File: config.mk
export PLATFORM = sky130hd
export DESIGN_NAME = seven_seg_scan
export DESIGN_NICKNAME = d
export VERILOG_FILES = /design/src/rtl/seven_seg_scan_pkg.sv /design/src/rtl/seven_seg_scan_bcd_to_7seg.sv /design/src/rtl/seven_seg_scan.sv
export SDC_FILE = /design/constraint.sdc
export NUM_CORES = 1
export LEC_CHECK = 0
export BUFFER_PORTS_ARGS = -buffer_cell sky130_fd_sc_hd__clkbuf_2
export CAP_MARGIN = 5
export CORE_MARGIN = 5
export CORE_UTILIZATION = 51
export DETAILED_ROUTE_END_ITERATION = 8
export GPL_TIMING_DRIVEN = 1
export PLACE_DENSITY = 0.78
export RECOVER_POWER = 100
export SYNTH_ARGS = -nofsm -noshare
export SYNTH_HDL_FRONTEND = slang
export SYNTH_SLANG_ARGS = --single-unit
File: constraint.sdc
create_clock -name clk -period 2.1 [get_ports clk]
set_input_delay 0 -clock clk [delete_from_list [all_inputs] [get_ports clk]]
set_output_delay 0 -clock clk [all_outputs]
set_load 0.005 [all_outputs]
File: src/rtl/seven_seg_scan_pkg.sv
// Shared types and constants for the seven-segment scan display path.
package seven_seg_pkg;

  typedef logic [6:0] seg_t;
  typedef logic [1:0] digit_idx_t;

  localparam seg_t        SEG_BLANK = 7'h7F;
  localparam seg_t        SEG_E     = 7'h06;
  localparam logic [15:0] ERR_CODE  = 16'hEEEE;

  // Active-low one-hot anode pattern for the selected digit.
  function automatic logic [3:0] an_onehot_low(input digit_idx_t idx);
    return ~(4'b0001 << idx);
  endfunction

endpackage

File: src/rtl/seven_seg_scan_bcd_to_7seg.sv
// Combinational BCD nibble to active-low gfedcba decoder; 0xE decodes to 'E',
// other non-decimal codes and the blank flag produce an unlit digit.
module bcd_to_7seg
  import seven_seg_pkg::*;
(
  input  logic [3:0] nibble_i,
  input  logic       blank_i,
  output seg_t       seg_o
);

  always_comb begin
    seg_o = SEG_BLANK;
    if (!blank_i) begin
      case (nibble_i)
        4'h0:    seg_o = 7'h40;
        4'h1:    seg_o = 7'h79;
        4'h2:    seg_o = 7'h24;
        4'h3:    seg_o = 7'h30;
        4'h4:    seg_o = 7'h19;
        4'h5:    seg_o = 7'h12;
        4'h6:    seg_o = 7'h02;
        4'h7:    seg_o = 7'h78;
        4'h8:    seg_o = 7'h00;
        4'h9:    seg_o = 7'h10;
        4'hE:    seg_o = SEG_E;
        default: seg_o = SEG_BLANK;
      endcase
    end
  end

endmodule

File: src/rtl/seven_seg_scan.sv
// Four-digit common-anode seven-segment scanner with frame-shadowed BCD input.
// Optional macro LEADING_ZERO_BLANK_EN blanks leading zeros on digits 3..1.
module seven_seg_scan
  import seven_seg_pkg::*;
#(
  parameter int DIGIT_PERIOD = 100_000
) (
  input  logic        clk,
  input  logic        reset,
  input  logic [15:0] bcd_in,
  input  logic [3:0]  dp_in,
  input  logic        en,
  output logic [3:0]  an,
  output seg_t        seg,
  output logic        dp,
  output logic        frame_done
);

  localparam int TICK_W = (DIGIT_PERIOD > 1) ? $clog2(DIGIT_PERIOD) : 1;
  localparam logic [TICK_W-1:0] TICK_LAST = TICK_W'(DIGIT_PERIOD - 1);

  logic [TICK_W-1:0] tick_q, tick_d;
  digit_idx_t        idx_q, idx_d;
  logic [15:0]       shadow_bcd_q, shadow_bcd_d;
  logic [3:0]        shadow_dp_q, shadow_dp_d;
  logic [3:0]        an_q, an_d;
  seg_t              seg_q, seg_d;
  logic              dp_q, dp_d;
  logic              frame_done_q, frame_done_d;

  logic              terminal;
  logic              boundary;
  logic              err;
  logic [3:0]        cur_nibble;
  logic              cur_blank;
  seg_t              dec_seg;

  // Scan timing and frame-boundary shadow capture
  always_comb begin
    terminal     = (tick_q == TICK_LAST);
    boundary     = terminal && (idx_q == 2'd3);
    tick_d       = terminal ? '0 : tick_q + 1'b1;
    idx_d        = terminal ? idx_q + 1'b1 : idx_q;
    shadow_bcd_d = shadow_bcd_q;
    shadow_dp_d  = shadow_dp_q;
    if (boundary) begin
      shadow_bcd_d = bcd_in;
      shadow_dp_d  = dp_in;
    end
    frame_done_d = boundary;
  end

  // Digit selection and blanking for the currently scanned position
  always_comb begin
    err        = (shadow_bcd_q == ERR_CODE);
    cur_nibble = shadow_bcd_q[3:0];
    cur_blank  = 1'b0;
    case (idx_q)
      2'd0: cur_nibble = shadow_bcd_q[3:0];
      2'd1: cur_nibble = shadow_bcd_q[7:4];
      2'd2: cur_nibble = shadow_bcd_q[11:8];
      2'd3: cur_nibble = shadow_bcd_q[15:12];
      default: cur_nibble = shadow_bcd_q[3:0];
    endcase
`ifdef LEADING_ZERO_BLANK_EN
    case (idx_q)
      2'd3:    cur_blank = (shadow_bcd_q[15:12] == 4'h0);
      2'd2:    cur_blank = (shadow_bcd_q[15:8] == 8'h00);
      2'd1:    cur_blank = (shadow_bcd_q[15:4] == 12'h000);
      default: cur_blank = 1'b0;
    endcase
    // The overflow code must always read "EEEE", never partially blanked.
    if (err) cur_blank = 1'b0;
`else
    cur_blank = 1'b0;
`endif
  end

  bcd_to_7seg u_dec (
    .nibble_i (cur_nibble),
    .blank_i  (cur_blank),
    .seg_o    (dec_seg)
  );

  // Registered display outputs, one cycle behind the scan index
  always_comb begin
    an_d  = 4'b1111;
    seg_d = SEG_BLANK;
    dp_d  = 1'b1;
    if (en) begin
      an_d  = an_onehot_low(idx_q);
      seg_d = err ? SEG_E : dec_seg;
      dp_d  = ~shadow_dp_q[idx_q];
    end
  end

  always_ff @(posedge clk or negedge reset) begin
    if (!reset) begin
      tick_q       <= '0;
      idx_q        <= '0;
      shadow_bcd_q <= '0;
      shadow_dp_q  <= '0;
      an_q         <= 4'b1111;
      seg_q        <= SEG_BLANK;
      dp_q         <= 1'b1;
      frame_done_q <= 1'b0;
    end else begin
      tick_q       <= tick_d;
      idx_q        <= idx_d;
      shadow_bcd_q <= shadow_bcd_d;
      shadow_dp_q  <= shadow_dp_d;
      an_q         <= an_d;
      seg_q        <= seg_d;
      dp_q         <= dp_d;
      frame_done_q <= frame_done_d;
    end
  end

  assign an         = an_q;
  assign seg        = seg_q;
  assign dp         = dp_q;
  assign frame_done = frame_done_q;

endmodule

=== After elaboration in Yosys (flattened, before gate mapping) ===
Memory sizes are Yosys's and may differ from the RTL's.
Cells that the tools add are included.
Widths: inputs -> output; s select.

* Shift operators: 1
* Add/subtract/negate cells: 2
* Multiplexer cells: 8
* Bitwise operators: 2
* Eq/ne operators: 5
* Reductions and logical operators: 2
* Order comparisons: 1

{| class="wikitable"
|+ Operators with widths
! cell !! number
|-
| $add 17x1->17 const B || 1
|-
| $eq 17x17->1 const B || 1
|-
| $mux 17 || 1
|-
| $eq 16x16->1 const B || 1
|-
| $pmux 4 s4 || 1
|-
| $mux 7 || 2
|-
| $eq 2x2->1 const B || 2
|-
| $mux 4 || 1
|-
| $not 4->4 || 1
|-
| $shl 1x2->4 const A || 1
|-
| $lt 2x3->1 const B || 1
|-
| $add 2x1->2 const B || 1
|-
| $bmux 1 s2 || 1
|-
| $eq 2x1->1 const B || 1
|-
| $logic_not 2->1 || 1
|-
| $mux 1 || 2
|-
| $logic_and 1x1->1 || 1
|-
| $not 1->1 || 1
|}

* Memories: 1
* Memory bits (read-only): 112
* Flip-flop bits (word level): 52

{| class="wikitable"
|+ Memories
! memory !! depth !! width !! read ports !! clocked after Yosys merged registers in !! write ports !! line !! source
|-
| (no name shown) || 16 || 7 || 1 || 0 || 0 || seven_seg_scan_bcd_to_7seg.sv:14 || <nowiki>case (nibble_i)</nowiki>
|}

=== Logic depth before layout (Yosys ltp) ===
An unclocked memory read counts as a cell.

* Depth after elaboration: 5
* Gate-level depth with buffers: 9
* Depth with buffers taken out: 9

=== By module ===
A second synthesis with hierarchy kept.

* Cell total of the unflattened synthesis: 224
* Area, all modules: 2660.1 µm²

{| class="wikitable"
|+ Modules (own cells, without submodules)
! module !! area each (µm²) !! sequential area each (µm²) !! cells each !! times used
|-
| seven_seg_scan || 2406.1 || 1316.3 || 187 || 1
|-
| bcd_to_7seg || 254.0 || 0.0 || 37 || 1
|}

=== Worst setup path after synthesis ===
No wires, ideal clock.

* Kind: reg2reg
* Start: reg idx_q[0]
* End: reg seg_q[3] (netlist: seg[3])
* Setup time: 0.093 ns
* Buffers on the path: 1
* Path slack: 0.008 ns
* Stages on the path, launching flop included: 10
* Clock period less this slack: 2.092 ns
* Arrival: 1.999 ns
* Required time: 2.007 ns
* Path through: dfrtp_1 -> inv_1 -> ha_1 -> clkbuf_1 -> mux2_2 -> inv_1 -> ha_1 -> o21ai_1 -> o21ai_2 -> o21ai_1

* Longest elaborated chain between the ends: 5

{| class="wikitable"
|+ RTL lines
! element !! line !! source
|-
| start: declaration || seven_seg_scan.sv:23 || <nowiki>digit_idx_t idx_q, idx_d;</nowiki>
|-
| start signal: assignment || seven_seg_scan.sv:109 || <nowiki>idx_q <= idx_d;</nowiki>
|-
| $eq 2x2->1 (tied with other cells) || seven_seg_scan.sv:58 || <nowiki>case (idx_q)</nowiki>
|-
| $pmux 4 s4 (*) || seven_seg_scan.sv:58 ||
|-
| $mem_v2 16x7 (*) || n/a ||
|-
| $mux 7 (*) || seven_seg_scan.sv:92 || <nowiki>seg_d = err ? SEG_E : dec_seg;</nowiki>
|-
| $mux 7 (*) || seven_seg_scan.sv:90 || <nowiki>if (en) begin</nowiki>
|-
| via seg_d[3] || seven_seg_scan.sv:27 || <nowiki>seg_t seg_q, seg_d;</nowiki>
|-
| end signal: assignment || seven_seg_scan.sv:113 || <nowiki>seg_q <= seg_d;</nowiki>
|-
| end: declaration || seven_seg_scan.sv:27 ||
|}

Mark *: on every way through the listed nets, which the timed path passes. The rest lies on a longest branch.
A chain may end at the register's enable or synchronous reset.

=== Worst setup path after layout ===
* Start: reg idx_q[0]
* End: reg seg_q[6] (netlist: seg[6])

Same word-level chain as after synthesis.

==> out/metrics.csv <==
metric;value;unit
CTS clock-pin slew for the worst setup and hold paths;0.09;ns
clk buf depth;2;
proportion of layout cells with a drive suffix above 1;0.4065;
Seq pwr share;0.586;
Clk pwr share;0.312;
GRT Util Overall;0.1588;
Hold WC Path Type;in -> reg;
Slew headroom;0.2033;
Vias/cell;5.136;
CP Max Fanout;5;
initial antenna violation count;0;
worst flop-to-flop path endpoint;seg[6];
Placer Congestion;0.7968;
via count;1772;
syn_nets;240;
Max Cap Viol;0;
Sw Ratio;0.2192;
Final Setup Violations;0;
Synth area leader;dfrtp_1;
final instance area;0.003258;mm2
outcome;completed;
critical path startpoint category;flop;
CP endpoint;seg[6];
critical path class;reg -> reg;
Synth async-reset ratio;1.000;
DP Area;0.002811;mm2
minimum clock period after layout;2.049;ns
fin. max-slew vios;0;
Starting Density;0.5305;
syn_area_per_cell;12.30;um2
DRC;0;
clock net sink count;52;
CP required;2.32;ns
worst skew pair latency;0.30;ns
Worst Setup End Kind;flop;
TritonCTS clock tree;built;
ANT cells;0;
top_reg_cell synth;dfrtp_1;
synth top area cells;dfrtp_1, dfstp_2, mux2_4, ha_1, xnor2_1;
Pwr Total;1.810;mW
wire length per cell;14.20;um
dpl hpwl;3215;um
register area share after synthesis;0.5218;
Final WS setup;0.05101;ns
most frequent cell after synthesis;dfrtp_1;
CTS root buf;clkbuf_8;
CTS buffer count;5;
hold_ws;0.02893;ns
cell area power density;555.6;mW/mm2
Die Height;80.33;um
pre-CTS setup slack;-0.01212;ns
Hold Violations, Final;0;
first-pass GRT wire length;8004;um
Peak VDD IR;0.4945;mV
Clock Skew;0.007969;ns
Int Pwr;1.414;mW
utilization after layout;0.6853;
Final ANT Viol Nets;0;
First DRT Iteration DRCs;83;
wirelength, routed;4900;um
Rows;25;
Mapped Cells;205;
Congestion Overflow GR;0;
distinct cell type count after synthesis;42;
Max Freq;0.4880;GHz
sw power;0.3968;mW
Pre-Repair DR Iteration Count;4;
CORE AREA;0.004755;mm2
die width;80.33;um
H-Tree Level Count;2;
YS warnings;0;
number of synthesized flops with an enable pin;0;
Tcrit/Tclk final;0.9757;
CP startpoint;idx_q[0];
Leak;1.536;nW
PortBufs;35;
vias in the first global route;1712;
R2R Setup Slk;0.05;ns
Slew @ Worst Pin;1.195;ns
die area;0.006452;mm2
synth cell count leaders;dfrtp_1, mux2_4, nand2_1, nor2_1;
RSZ-0062 raised after global routing;true;
largest net degree at the start of global routing;53;
area grow syn2layout;29.17;%
Seq cells post-synth;52;
top-area cell type share of the netlist area;0.3968;
Comb pwr share;0.102;
# nets final;312;
Synth Cell Area;0.002522;mm2
io pins;36;
reg2reg path depth;9;
worst r2r src;idx_q[0];
Worst EP arrival;2.27;ns
==> timing repair <==
action / 4_1_cts / 5_1_grt
hold endpoints to repair: 60 / 0
resized for setup: 0 / 22
endpoints found under the setup margin: 5 / 7
setup buffers: 2 / 5
hold buffers: 21 / 0
pin swaps: 0 / 10
==> worst min-delay path by stage <==
stage	startpoint	end	slack, ns	cells past startpoint
floorplan	reset	frame_done	-0.30	0
global placement	reset	shadow_bcd_q[1]	0.14	2
detailed placement	reset	shadow_bcd_q[4]	0.14	2
CTS	en	dp	0.005	2
global route	en	seg[0]	0.04	2
finish	en	dp	0.03	2
==> area by class of cell <==
cell class / instances / area (um2)
fillers: 343 / 1496
flip-flops and latches: 52 / 1316
multi-input cells: 137 / 1222
repair buffers: 70 / 504.2
clock buffers: 8 / 90.09
well taps: 67 / 83.83
inverters: 11 / 41.29
==> logic make-up after synthesis <==
logic type                 count (synthesis)  synth area share
xor gates and xnor gates                  16           0.05556
AOI/OAI and AO/OA                         22           0.06052
adders and majority gates                 12           0.05952
DFF                                       52            0.5218
muxes                                     26            0.1493
buffers and inverters                     16           0.03026
and+or+nand+nor                           61            0.1230
==> per-stage QoR <==
stage	setup TNS [ns]	instances
after CTS	0	340
after global routing	-0.1404	345
final	0	345
after detailed placement	-0.01740	309
after floorplan	0	205
after global placement	0	309
==> power by group through the flow <==
stage               logic [mW]  registers (mW)  clock network [mW]
finish                   0.184            1.06               0.566
floorplan               0.0737            1.07                   0
global route             0.204            1.06               0.627
detailed placement       0.140            1.08                   0
CTS                      0.171            1.06               0.585
global placement         0.138            1.08                   0
==> worst max-delay path: stages (launching register included) <==
cell,delay (ns)
dfrtp_1,0.41
buf_4,0.15
ha_4,0.17
a222oi_1,0.38
mux2_4,0.26
inv_1,0.04
ha_1,0.16
nand2b_1,0.16
a21oi_1,0.15
o21ai_1,0.09
==> registers in the layout (all words and copies together), names as in the netlist <==
register,flops
dp,1
shadow_dp_q,4
frame_done,1
tick_q,17
seg,7
idx_q,2
shadow_bcd_q,16
an,4
==> routing by layer <==
metal | vias up | global-route usage | wire (um) | share of wire
li1 | 854 | - | - | -
met5 | - | 0 | 0 | 0
met1 | 869 | 0.2036 | 2145 | 0.44
met4 | 0 | 0.05912 | 63 | 0.013
met2 | 42 | 0.2666 | 2449 | 0.50
met3 | 7 | 0.02915 | 243 | 0.050
==> cells in the final DEF (no fill, tap or decap), drive strengths merged, types with 3 or more instances in the layout <==
cell and instances:
clkbuf 44, dfrtp 40, mux2 23, dlygate4sd3 21, nand2 17, nor2 16, buf 13, dfstp 12
ha 12, inv 11, nand3 9, xnor2 9, xor2 7, o21ai 7, nand4 5, a21oi 5
a222oi 3
No activity file was read; power rests on OpenSTA's default activity.
